File: config.mk
export PLATFORM = sky130hd
export DESIGN_NAME = seq_divider_flat
export DESIGN_NICKNAME = d
export VERILOG_FILES = /design/src/rtl/seq_divider_if.sv /design/src/rtl/seq_divider.sv /design/src/flat_wrapper.sv
export SDC_FILE = /design/constraint.sdc
export NUM_CORES = 1
export LEC_CHECK = 0
export CORE_MARGIN = 2
export CORE_UTILIZATION = 40
export DETAILED_ROUTE_END_ITERATION = 10
export SLEW_MARGIN = 30
export SYNTH_ARGS = -nofsm -noshare
export SYNTH_HDL_FRONTEND = slang
export SYNTH_SLANG_ARGS = --single-unit
File: constraint.sdc
create_clock -name clk -period 6.5 [get_ports clk]
set_input_delay 0.975 -clock clk [delete_from_list [all_inputs] [get_ports clk]]
set_output_delay 0.975 -clock clk [all_outputs]
set_load 0.02 [all_outputs]
File: src/rtl/seq_divider_if.sv
// Request/result bundle between a client and the iterative divider.
// start is a one-cycle request taken only while the divider is idle or done;
// done stays high with quotient/remainder/div_by_zero valid until the next accepted start.
interface seq_divider_if #(
    parameter int N = 8
);
    logic         start;
    logic [N-1:0] dividend;
    logic [N-1:0] divisor;
    logic         busy;
    logic         done;
    logic [N-1:0] quotient;
    logic [N-1:0] remainder;
    logic         div_by_zero;

    modport master (
        output start, dividend, divisor,
        input  busy, done, quotient, remainder, div_by_zero
    );

    modport slave (
        input  start, dividend, divisor,
        output busy, done, quotient, remainder, div_by_zero
    );
endinterface

File: src/rtl/seq_divider.sv
// Iterative unsigned restoring divider: one quotient bit per clock, restore
// folded into the same cycle, held done flag and divide-by-zero shortcut.
module seq_divider #(
    parameter int N = 8
) (
    input  logic        clk,
    input  logic        rst_n,
    seq_divider_if.slave bus,
    output logic [1:0]  dbg_state
);
    localparam int CW = $clog2(N + 1);

    localparam logic [1:0] S_IDLE = 2'd0;
    localparam logic [1:0] S_ITER = 2'd1;
    localparam logic [1:0] S_DONE = 2'd2;

    localparam logic [CW-1:0] CNT_INIT = CW'(N);
    localparam logic [CW-1:0] CNT_ONE  = CW'(1);

    logic [1:0]    state_q, state_d;
    logic [N:0]    a_q, a_d;
    logic [N-1:0]  q_q, q_d;
    logic [N-1:0]  m_q, m_d;
    logic [CW-1:0] cnt_q, cnt_d;
    logic          dbz_q, dbz_d;

    logic [N:0]    shifted;
    logic [N:0]    trial;
    logic          a_msb_unused;

    // A never exceeds M after a step, so its top bit carries no information
    // into the next shift; it only exists to keep the trial subtract N+1 wide.
    assign a_msb_unused = a_q[N];

    always_comb begin
        state_d = state_q;
        a_d     = a_q;
        q_d     = q_q;
        m_d     = m_q;
        cnt_d   = cnt_q;
        dbz_d   = dbz_q;
        shifted = {a_q[N-1:0], q_q[N-1]};
        trial   = shifted - {1'b0, m_q};

        case (state_q)
            S_IDLE, S_DONE: begin
                if (bus.start) begin
                    if (bus.divisor != '0) begin
                        q_d     = bus.dividend;
                        m_d     = bus.divisor;
                        a_d     = '0;
                        cnt_d   = CNT_INIT;
                        dbz_d   = 1'b0;
                        state_d = S_ITER;
                    end else begin
                        q_d     = '1;
                        a_d     = {1'b0, bus.dividend};
                        dbz_d   = 1'b1;
                        state_d = S_DONE;
                    end
                end
            end
            S_ITER: begin
                if (trial[N]) begin
                    a_d = shifted;
                    q_d = {q_q[N-2:0], 1'b0};
                end else begin
                    a_d = trial;
                    q_d = {q_q[N-2:0], 1'b1};
                end
                cnt_d = cnt_q - CNT_ONE;
                if (cnt_q == CNT_ONE) begin
                    state_d = S_DONE;
                end
            end
            default: begin
                state_d = S_IDLE;
            end
        endcase
    end

    always_ff @(posedge clk or negedge rst_n) begin
        if (!rst_n) begin
            state_q <= S_IDLE;
            a_q     <= '0;
            q_q     <= '0;
            m_q     <= '0;
            cnt_q   <= '0;
            dbz_q   <= 1'b0;
        end else begin
            state_q <= state_d;
            a_q     <= a_d;
            q_q     <= q_d;
            m_q     <= m_d;
            cnt_q   <= cnt_d;
            dbz_q   <= dbz_d;
        end
    end

    assign bus.busy        = (state_q == S_ITER);
    assign bus.done        = (state_q == S_DONE);
    assign bus.quotient    = q_q;
    assign bus.remainder   = a_q[N-1:0];
    assign bus.div_by_zero = dbz_q;
    assign dbg_state       = state_q;
endmodule

File: src/flat_wrapper.sv
// flat-port wrapper written by rule: the top's interface ports become plain ports
module seq_divider_flat 
#(
    parameter int N = 8
)
  (clk, rst_n, dbg_state, bus_start, bus_dividend, bus_divisor, bus_busy, bus_done, bus_quotient, bus_remainder, bus_div_by_zero);
  seq_divider_if #(.N(N)) bus_i ();
  input  logic clk;
  input  logic rst_n;
  output logic [1:0] dbg_state;
  input wire logic [$bits(bus_i.start)-1:0] bus_start;
  input wire logic [$bits(bus_i.dividend)-1:0] bus_dividend;
  input wire logic [$bits(bus_i.divisor)-1:0] bus_divisor;
  output wire logic [$bits(bus_i.busy)-1:0] bus_busy;
  output wire logic [$bits(bus_i.done)-1:0] bus_done;
  output wire logic [$bits(bus_i.quotient)-1:0] bus_quotient;
  output wire logic [$bits(bus_i.remainder)-1:0] bus_remainder;
  output wire logic [$bits(bus_i.div_by_zero)-1:0] bus_div_by_zero;
  assign bus_i.start = bus_start;
  assign bus_i.dividend = bus_dividend;
  assign bus_i.divisor = bus_divisor;
  assign bus_busy = bus_i.busy;
  assign bus_done = bus_i.done;
  assign bus_quotient = bus_i.quotient;
  assign bus_remainder = bus_i.remainder;
  assign bus_div_by_zero = bus_i.div_by_zero;
  seq_divider #(.N(N)) u_core (.clk(clk), .rst_n(rst_n), .bus(bus_i), .dbg_state(dbg_state));
endmodule
# [Word-level counts from Yosys, hierarchy flattened]
# Cells that the tools add are included.
[totals] output_inout_bits=21 ff_bits=31
[op_classes] addsub=2 eq_ne=6 n_mux=16 n_reduce_logical=9
[op_table] cell="$mux W8" n=5
[op_table] cell="$pmux W8 S2" n=2
[op_table] cell="$sub A9 B8 Y9" n=1
[op_table] cell="$mux W4" n=2
[op_table] cell="$pmux W4 S2" n=1
[op_table] cell="$reduce_bool A8 Y1" n=1
[op_table] cell="$mux W2" n=3
[op_table] cell="$reduce_and A2 Y1" n=3
[op_table] cell="$reduce_and A3 Y1" n=2
[op_table] cell="$eq A4 B1 Y1 const B" n=1
[op_table] cell="$ne A2 B1 Y1 const B" n=2
[op_table] cell="$pmux W2 S2" n=1
[op_table] cell="$sub A4 B1 Y4 const B" n=1
[op_table] cell="$eq A2 B1 Y1 const B" n=1
[op_table] cell="$eq A2 B2 Y1 const B" n=1
[op_table] cell="$logic_not A2 Y1" n=1
[op_table] cell="$mux W1" n=2
[op_table] cell="$ne A2 B2 Y1 const B" n=1
[op_table] cell="$reduce_bool A2 Y1" n=1
[op_table] cell="$reduce_or A2 Y1" n=1

# [Longest topological paths before layout]
# Gate-level depths: netlist of the first run.
[logic_depth] word_depth=4 ltp_mapped=9

# [Worst setup path before layout of the first run]
# Ideal clock, no wire load.
[synth_timing] path_kind="reg-to-reg" from="reg u_core.q_q[7], in the netlist u_core.bus.quotient[7]" to="reg u_core.a_q[1]" path_stages_with_launch=10 path_slack_ps=3938 setup_time_ps=87 arrival_time_ps=2475 synth_period_minus_slack_ps=2562 path_buffers=0 path_cell_list="dfrtp_1 > inv_1 > ha_1 > fa_1 > nand2b_1 > a211oi_2 > mux2_4 > nand2_4 > mux2_4 > a211oi_2"
[synth_between] elab_chain_len=3
[synth_lines] item="start, declared" line="seq_divider.sv:22" source="logic [N-1:0] q_q, q_d;"
[synth_lines] item="start signal, assigned" line="seq_divider.sv:93" source="q_q <= q_d;"
[synth_lines] item="$sub A9 B8 Y9" line="seq_divider.sv:43" source="trial = shifted - {1'b0, m_q};"
[synth_lines] item="$mux W8" line="seq_divider.sv:64" source="if (trial[N]) begin"
[synth_lines] item="$pmux W8 S2" line="seq_divider.sv:45" source="case (state_q)"
[synth_lines] item="end signal, assigned" line="seq_divider.sv:85" source="a_q <= '0;"
[synth_lines] item="end signal, assigned" line="seq_divider.sv:92" source="a_q <= a_d;"
[synth_lines] item="end, declared" line="seq_divider.sv:21" source="logic [N:0] a_q, a_d;"
# No other way between the ends.
# A chain may end at the register's enable or synchronous reset.

# [Worst setup path after layout of the first run]
[layout_timing] from="reg u_core.state_q[1], in the netlist u_core.dbg_state[1]" to="out bus_busy"
[layout_between] elab_chain_len=1
[layout_lines] item="start, declared" line="seq_divider.sv:20" source="logic [1:0] state_q, state_d;"
[layout_lines] item="start signal, assigned" line="seq_divider.sv:91" source="state_q <= state_d;"
[layout_lines] item="$eq A2 B1 Y1" line="seq_divider.sv:100" source="assign bus.busy = (state_q == S_ITER);"
[layout_lines] item="end, declared" line="flat_wrapper.sv:14" source="output wire logic [$bits(bus_i.busy)-1:0] bus_busy;"
# No other way between the ends.

==> results of run 1 <==
## worst max-delay path: stages, from the launching register on
cell	delay, ns
dfrtp_1	0.39
nand2b_1	0.39
inv_1	0.66
clkdlybuf4s50_1	0.74
## cells in the final DEF, fill, tap and decap left out, types with 2 or more instances in the layout
master	instances
o21ai_2	2
ha_1	10
nand3_1	7
nand2b_1	6
inv_1	13
mux2_4	2
nor2b_1	4
a211oi_2	2
nand2_1	24
a21oi_1	14
o221ai_1	2
clkdlybuf4s50_1	39
o31ai_1	2
o21ai_0	18
buf_4	2
a211oi_1	5
o21ai_1	3
clkbuf_8	5
xor2_1	4
or4_4	2
xnor2_1	3
dfrtp_1	31
nor2_1	26
a221o_1	5
mux2i_1	5
## metal layers
metal / vias up / global-route usage [%] / share of wire [%]
li1: 824 / - / -
met2: 46 / 27.33 / 47
met1: 756 / 24.37 / 47
met5: - / 0 / 0
met3: 5 / 4.664 / 4.7
met4: 0 / 6.465 / 1.3
## sequential cells by signal (all words and copies together) (netlist names)
| register | count |
|---|---|
| u_core.bus.quotient | 8 |
| u_core.cnt_q | 4 |
| u_core.a_q | 8 |
| u_core.dbg_state | 2 |
| u_core.m_q | 8 |
| u_core.bus.div_by_zero | 1 |
## power by group through the flow
stage / Combinational, mW / Sequential, mW / Clock, mW
3_5_place_dp: 0.962 / 0.372 / 0
2_1_floorplan: 0.658 / 0.417 / 0
6_report: 0.959 / 0.369 / 0.149
4_1_cts: 0.966 / 0.370 / 0.151
5_1_grt: 1.07 / 0.381 / 0.161
3_3_place_gp: 0.955 / 0.372 / 0
## final cells by class
cell class	count	area, sq um
Sequential cell	31	775.7
Timing Repair Buffer	41	405.4
Tap cell	54	67.56
Fill cell	475	2250
Clock buffer	6	72.57
Clock inverter	2	12.51
Inverter	13	48.80
Multi-Input combinational cell	161	1060
## kinds of logic after synthesis
group	share of synthesized area, %
AND/OR/NAND/NOR	19.06
XOR/XNOR	3.188
buffers and inverters	4.554
multiplexers	4.750
AO/OA/AOI/OAI	20.56
adder cells (fa/ha/maj)	7.547
flip-flops	40.34
## synthesized netlist by cell type (all sizes together)
cell type	count
o22ai	1
nand4b	1
xnor2	3
a211oi	8
mux2i	5
fa	1
nand2b	6
nor3b	1
o221ai	2
buf	3
o211ai	1
a21o	1
and3	1
ha	10
xor2	4
nand3	7
nor2b	4
or2b	1
a21oi	14
a31oi	1
inv	13
a311oi	1
nand2	25
dfrtp	31
nor3	1
clkbuf	6
mux2	3
a221o	5
o31ai	2
or4	2
o21ai	23
nor2	27
## through the flow
| step | area, sq um | utilization, % | setup slack (ns) | hold slack [ns] | instances |
|---|---|---|---|---|---|
| detailed placement | 2357 | 50.24 | 3.376 | 0.4801 | 300 |
| global placement | 2357 | 50.24 | 3.392 | 0.4704 | 300 |
| global route | 2442 | 52.05 | 2.905 | 0.5279 | 308 |
| floorplan | 1923 | - | 3.938 | 0.4494 | 214 |
| finish | 2442 | 52.05 | 3.063 | 0.4858 | 308 |
| CTS | 2442 | 52.05 | 3.063 | 0.4936 | 308 |
## worst paths after layout
check	startpoint	end	slack (ns)	cells past startpoint
max	u_core.dbg_state[1]	bus_busy	3.06	3
min	u_core.m_q[0]	u_core.m_q[0]	0.49	2
max reg2reg	u_core.bus.quotient[7]	u_core.a_q[1]	3.87	9
min reg2reg	u_core.m_q[0]	u_core.m_q[0]	0.49	2
max in group asynchronous	rst_n	u_core.dbg_state[1]	5.13	2
min in group asynchronous	rst_n	u_core.m_q[7]	1.07	2
==> reports/results.ini, run 1 <==
[cts]
path_clk_slew_ns = 0.06
cts_tree = built
postCtsSetupBuffers = 0
tritoncts.num_buffers = 5
cts_max_path_buffers = 2
post_cts_resized = 0
clockRootBuffer = clkbuf_8
clk_latency_ns = 0.29
cts_hold_buf = 0
h-tree-depth = 2
clock-sinks = 31

[pwr]
power_frac_comb_pct = 65.0
p_sw_mw = 0.6747
switching_share_pct = 45.70
p_int_mw = 0.8016
clockPowerShare_pct = 10.1
p_per_area_nw_per_um2 = 604.5
p_seq_share_pct = 25.0
peakVddDrop_mv = 0.2023
power.total_mw = 1.476
p_leak_nw = 1.056

[outcome]
status = finished, final reports clean

[synth]
syn-instance-count = 214
netlist.top_cell.by_area = dfrtp_1
synth_top_cells_by_area = dfrtp_1, ha_1, nor2_1, o21ai_0, nand2_1
synth.distinct_cells = 41
syn_area_per_cell_sq_um = 8.986
synth_area_sq_um = 1923
ys_seq_elements = 31
synthDominantCellAreaShare_pct = 40.34
yosys_warnings = 0
ys_seq_area_share_pct = 40.34
synthesis.nets = 244

[floorplanning]
dieWidth_um = 73.34
pin_count = 40
initial_core_util_pct = 40.99
core_area_sq_um = 4692
fp.dieH_um = 73.34
die_area_sq_um = 5378
rows = 25

[worst_setup_path]
cp_max_fo = 24
startpoint_type = flop
arrival_ns = 2.46
worstSetupPathType = flop to primary output
required_ns = 5.52
endpoint_kind = primary output

[sta]
hold_viol_final = 0
drv_slew = 0
finalCritPeriodShare_pct = 52.87
finClkSkew_ns = 0.01006
slew_headroom_pct = 49.94
fmax_mhz = 291.0
setup_tns_ns = 0
period_needed_ns = 3.437
rsz0062_at_grt = false
worst_slew_pin_slew_ns = 0.7481
setup_viol = 0

[global_route]
grt_overflow_total = 0
grt.total_usage_pct = 17.84
grt_max_degree = 32
grt_pass1_vias = 1487
antenna_found_initial = 0
grt_pass1_wl_mm = 7.182

[placed_design]
gp_congestion = 0.8713
dpl.hpwl_mm = 3.262
port_buffers = 39

[route]
totalWireLength_mm = 4.411
ant_nets = 0
drc = 0
viasPerCell = 5.295
vias = 1631
dr.pass1.iters = 4
wl_per_cell_um = 14.32
drt_iter0_drc = 108

[final_layout]
area_growth_pct = 27.00
antennaDiodeCount = 0
drive_above_1_share_pct = 9.055
finalNetCount = 283

[min_path]
hold_path.class = flop to flop

[flow_run]
drv_cap = 0

(Power assumes the default switching activity.)
==> inputs of run 2 (changes only) <==
--- a/config.mk
+++ b/config.mk
@@ -8,6 +8,7 @@
 export CORE_MARGIN = 2
 export CORE_UTILIZATION = 40
 export DETAILED_ROUTE_END_ITERATION = 10
+export PLACE_DENSITY = 0.67
 export SLEW_MARGIN = 30
 export SYNTH_ARGS = -nofsm -noshare
 export SYNTH_HDL_FRONTEND = slang
==> constraint.sdc (replaced) <==
create_clock -name clk -period 2.7 [get_ports clk]
set_input_delay 0.405 -clock clk [delete_from_list [all_inputs] [get_ports clk]]
set_output_delay 0.405 -clock clk [all_outputs]
set_load 0.02 [all_outputs]
==> reports/results.ini, run 2 (same netlist as run 1, synthesis figures left out) <==
[sta]
setup_viol = 0  ; unchanged
finalCritPeriodShare_pct = 93.02
drv_slew = 0  ; unchanged
setup_tns_ns = 0  ; unchanged
finClkSkew_ns = 0.01187  ; +0.001812 ns
rsz0062_at_grt = false
slew_headroom_pct = 56.44  ; +6.5 points
period_needed_ns = 2.512
fmax_mhz = 398.1
worst_slew_pin_slew_ns = 0.6510  ; -0.09717 ns
hold_viol_final = 0  ; unchanged

[global_route]
grt_overflow_total = 0  ; unchanged
grt_max_degree = 32  ; unchanged
grt_pass1_vias = 1667  ; +12%
grt_pass1_wl_mm = 8.073  ; +12%
antenna_found_initial = 0  ; unchanged
grt.total_usage_pct = 19.69  ; +1.9 points

[final_layout]
fin_cells = 312  ; +1.3%
antennaDiodeCount = 0  ; unchanged
finalNetCount = 287  ; +1.4%
drive_above_1_share_pct = 10.85  ; +1.8 points
area_growth_pct = 28.76
final_area_sq_um = 2476  ; +1.4%
final_common_cell = clkdlybuf4s50_1
mostFrequentLayoutCells = clkdlybuf4s50_1, dfrtp_1, nor2_1

[cts]
clock-sinks = 31  ; unchanged
path_clk_slew_ns = 0.08  ; +0.02 ns
tritoncts.num_buffers = 5  ; unchanged
clockRootBuffer = clkbuf_8
postCtsSetupBuffers = 0  ; unchanged
h-tree-depth = 2  ; unchanged
post_cts_resized = 0  ; unchanged
clk_latency_ns = 0.29  ; about the same
cts_tree = built
cts_max_path_buffers = 2  ; unchanged
cts_hold_buf = 0  ; unchanged

[route]
wl_per_cell_um = 14.77  ; +3.1%
totalWireLength_mm = 4.607  ; +4.4%
drc = 0  ; unchanged
ant_nets = 0  ; unchanged
drt_iter0_drc = 106  ; -1.9%
viasPerCell = 5.353  ; +1.1%
vias = 1670  ; +2.4%
dr.pass1.iters = 4  ; unchanged

[worst_setup_path]
r2r_setup_slack_ns = 0.19  ; -3.68 ns
cp_slowest_cell = fa_1
worstSetupPathType = flop to flop
arrival_ns = 2.73  ; +0.27 ns
rr_worst_depth = 9  ; unchanged
cp_max_fo = 9  ; -63%
reg2reg_to = u_core.a_q[1]
r2r-start = u_core.bus.quotient[7]
startpoint_type = flop
slowest_delay_ns = 0.39  ; -0.35 ns
required_ns = 2.92  ; -2.60 ns
crit_chain = inv_1 > ha_1 > fa_1 > nand2b_1 > a211oi_2 > mux2_4 > nand2_4 > mux2_4 > a211oi_2
endpoint_kind = flop

[pwr]
peakVddDrop_mv = 0.5347  ; +160%
p_int_mw = 1.962  ; +140%
p_per_area_nw_per_um2 = 1465  ; +140%
p_sw_mw = 1.665  ; +150%
p_leak_nw = 1.074  ; +1.6%
power_frac_comb_pct = 65.2  ; +0.2 points
switching_share_pct = 45.91  ; +0.21 points
p_seq_share_pct = 24.7  ; -0.3 points
clockPowerShare_pct = 10.1  ; about the same

[floorplanning]
fp.dieH_um = 73.34  ; unchanged
dieWidth_um = 73.34  ; unchanged
initial_core_util_pct = 40.99  ; unchanged
pin_count = 40  ; unchanged
core_area_sq_um = 4692  ; unchanged
rows = 25  ; unchanged
die_area_sq_um = 5378  ; unchanged

[min_path]
min_from = u_core.m_q[0]
hold-path-cell-count = 2  ; unchanged
hold_path_end = u_core.m_q[0]
hold_path.class = flop to flop

[placed_design]
place_area_sq_um = 2387  ; +1.3%
dp_cells = 304  ; +1.3%
gp_congestion = 0.8360  ; -4.1%
port_buffers = 39  ; unchanged
dpl.hpwl_mm = 3.443  ; +5.5%

[flow_run]
drv_cap = 0  ; unchanged

[outcome]
status = finished, final reports clean

run 2: worst max path at each step:
| stage | from | end | slack [ns] | cells after the start |
|---|---|---|---|---|
| after floorplan | u_core.bus.quotient[7] | u_core.a_q[1] | 0.14 | 9 |
| after global placement | u_core.bus.quotient[7] | u_core.a_q[1] | 0.22 | 9 |
| after detailed placement | u_core.bus.quotient[7] | u_core.a_q[1] | 0.18 | 9 |
| after CTS | u_core.bus.quotient[7] | u_core.a_q[1] | 0.18 | 9 |
| after global routing | u_core.bus.quotient[7] | u_core.a_q[0] | 0.06 | 9 |
| final | u_core.bus.quotient[7] | u_core.a_q[1] | 0.19 | 9 |
run 2: layout make-up:
type	count	area (sq um)
clock buffer	5	68.82
clock inverter	3	20.02
fill	444	2216
inverter	13	48.80
multi-input combinational	161	1060
sequential	31	775.7
tap	54	67.56
timing repair buffer	45	435.4
run 2: worst max-delay path, delay by kind of cell (launching register included):
family | cells | cell delay, ns
buf+inv | 1 | 0.06
compound gates | 2 | 0.42
fa+ha+maj | 2 | 0.61
simple gates | 2 | 0.33
mux | 2 | 0.66
flops | 1 | 0.34
run 2: routing by layer:
layer	up-vias	track usage, %	share of wire, %
met1	789	27.05	47
met3	6	4.664	4.8
met4	0	6.061	1.4
met5	-	0	0
met2	42	30.93	47
li1	833	-	-
run 2: through the flow:
stage	util (%)	hold slack (ns)	setup WS (ns)	power (mW)
3_3_place_gp	50.88	0.4718	0.2215	3.233
5_1_grt	52.77	0.5522	0.06471	3.980
4_1_cts	52.77	0.4962	0.1786	3.669
2_1_floorplan	-	0.1094	0.1382	2.588
3_5_place_dp	50.88	0.4797	0.1840	3.280
6_report	52.77	0.4988	0.1884	3.627
run 2: power by group through the flow:
stage / registers, mW / logic [mW] / clock network [mW]
floorplan: 1.00 / 1.58 / 0
global placement: 0.900 / 2.33 / 0
detailed placement: 0.906 / 2.37 / 0
CTS: 0.901 / 2.39 / 0.380
global route: 0.933 / 2.65 / 0.394
finish: 0.895 / 2.36 / 0.368
==> inputs of run 3 (changes only) <==
--- a/config.mk
+++ b/config.mk
@@ -9,6 +9,7 @@
 export CORE_UTILIZATION = 40
 export DETAILED_ROUTE_END_ITERATION = 10
 export PLACE_DENSITY = 0.67
+export RECOVER_POWER = 50
 export SLEW_MARGIN = 30
 export SYNTH_ARGS = -nofsm -noshare
 export SYNTH_HDL_FRONTEND = slang
==> reports/results.ini, run 3 (same netlist as run 1, synthesis figures left out) <==
[final_layout]
fin_cells = 312  ; unchanged
postLayoutCoreUtil_pct = 52.61  ; -0.16 points
drive_above_1_share_pct = 10.08  ; -0.78 points
regArea_sq_um = 775.7  ; unchanged
multi_input_area_sq_um = 1056  ; -0.35%
mostFrequentLayoutCells = clkdlybuf4s50_1, dfrtp_1, nor2_1
area_growth_pct = 28.37
nFillCells = 444  ; unchanged
final_common_cell = clkdlybuf4s50_1
antennaDiodeCount = 0  ; unchanged
finalNetCount = 287  ; unchanged

[cts]
cts_hold_buf = 0  ; unchanged
postCtsSetupBuffers = 0  ; unchanged
tritoncts.num_buffers = 5  ; unchanged
clock-sinks = 31  ; unchanged
clk_latency_ns = 0.29  ; about the same
path_clk_slew_ns = 0.08  ; about the same
cts_max_path_buffers = 2  ; unchanged
post_cts_resized = 0  ; unchanged
cts_tree = built
h-tree-depth = 2  ; unchanged
clockRootBuffer = clkbuf_8

[route]
dr.pass1.iters = 4  ; unchanged
vias = 1670  ; unchanged
totalWireLength_mm = 4.613  ; +0.13%
drc = 0  ; unchanged
drt_iter0_drc = 106  ; unchanged
wl_per_cell_um = 14.79  ; +0.13%
ant_nets = 0  ; unchanged
viasPerCell = 5.353  ; unchanged

[sta]
setup_viol = 0  ; unchanged
hold_viol_final = 0  ; unchanged
finClkSkew_ns = 0.01192  ; +0.00004730 ns
worst_slew_pin_slew_ns = 1.730  ; +1.079 ns
finalCritPeriodShare_pct = 92.72  ; -0.30 points
fmax_mhz = 399.4  ; +0.33%
drv_slew = 32  ; +32
period_needed_ns = 2.503  ; -0.008153 ns
setup_tns_ns = 0  ; unchanged
slew_headroom_pct = -15.33  ; -72 points
rsz0062_at_grt = false

[pwr]
peakVddDrop_mv = 0.5334  ; -0.25%
p_leak_nw = 1.069  ; -0.42%
p_per_area_nw_per_um2 = 1462  ; -0.22%

[worst_setup_path]
crit_chain = inv_1 > ha_1 > fa_1 > nand2b_1 > a211oi_2 > mux2_4 > nand2_4 > mux2_4 > a211oi_2
reg2reg_to = u_core.a_q[1]
slowest_delay_ns = 0.39  ; about the same
required_ns = 2.92  ; about the same
startpoint_type = flop
rr_worst_depth = 9  ; unchanged
endpoint_kind = flop
cp_slowest_cell = fa_1
r2r_setup_slack_ns = 0.20  ; about the same
crit_end = u_core.a_q[1]
path_delay_family = multiplexers
cp.depth = 9  ; unchanged
cp_num_buf_inv = 1  ; unchanged
r2r-start = u_core.bus.quotient[7]
arrival_ns = 2.72  ; about the same
worstSetupPathType = flop to flop
cp_max_fo = 9  ; unchanged
startpoint = u_core.bus.quotient[7]

[global_route]
grt_max_degree = 32  ; unchanged
grt_pass1_vias = 1667  ; unchanged
antenna_found_initial = 0  ; unchanged
grt_overflow_total = 0  ; unchanged
grt.total_usage_pct = 19.69  ; unchanged
grt_pass1_wl_mm = 8.073  ; unchanged

[min_path]
hold_path.class = flop to flop

[placed_design]
dp_cells = 304  ; unchanged
dpl.hpwl_mm = 3.443  ; unchanged
port_buffers = 39  ; unchanged
gp_congestion = 0.8360  ; unchanged

[floorplanning]
die_area_sq_um = 5378  ; unchanged
pin_count = 40  ; unchanged
rows = 25  ; unchanged
core_area_sq_um = 4692  ; unchanged
fp.dieH_um = 73.34  ; unchanged
initial_core_util_pct = 40.99  ; unchanged
dieWidth_um = 73.34  ; unchanged

[flow_run]
drv_cap = 1  ; +1

[outcome]
violations = max-capacitance violations, max-slew violations
status = complete, but fails checks

run 3: stage by stage:
stage          setup slack [ns]  power [mW]  cell area (sq um)  hold WS [ns]
5_1_grt                 0.06988       3.962               2469        0.5475
3_3_place_gp             0.2215       3.233               2387        0.4718
3_5_place_dp             0.1840       3.280               2387        0.4797
6_report                 0.1965       3.609               2469        0.4938
4_1_cts                  0.1786       3.669               2476        0.4962
2_1_floorplan            0.1382       2.588               1923        0.1094
run 3: layout make-up:
cell class | instances | share of cell area [%]
repair buffers | 45 | 17.49
clock inverters | 3 | 0.8109
multi-input cells | 161 | 42.78
inverters | 13 | 1.977
clock buffers | 5 | 2.788
flip-flops and latches | 31 | 31.42
well taps | 54 | 2.737
run 3: how the worst min path moves through the flow:
stage / from / slack (ns) / to / depth (start not counted)
4_1_cts: u_core.m_q[0] / 0.50 / u_core.m_q[0] / 2
6_report: u_core.bus.div_by_zero / 0.49 / u_core.bus.div_by_zero / 2
2_1_floorplan: rst_n / 0.11 / u_core.a_q[0] / 0
3_3_place_gp: u_core.m_q[0] / 0.47 / u_core.m_q[0] / 2
3_5_place_dp: u_core.m_q[0] / 0.48 / u_core.m_q[0] / 2
5_1_grt: u_core.bus.div_by_zero / 0.55 / u_core.bus.div_by_zero / 2
run 3: metal layers:
layer  GRT usage, %  up-vias  routed length (um)
li1               -      833                   -
met1          27.05      794                2164
met2          30.93       37                2172
met3          4.664        6                 212
met4          6.061        0                  63
met5              0        -                   0
run 3: report_power, final:
part	internal [mW]	switching [mW]	leakage, nW
logic	1.07	1.27	0.672
registers	0.695	0.199	0.357
clock network	0.179	0.188	0.0402
run 3: worst register-to-register path: cells and delay by family, from the launching register on:
kind	cells	cell delay, ns
flops	1	0.34
mux	2	0.66
simple gates	2	0.33
compound gates	2	0.42
fa+ha+maj	2	0.61
buf+inv	1	0.06
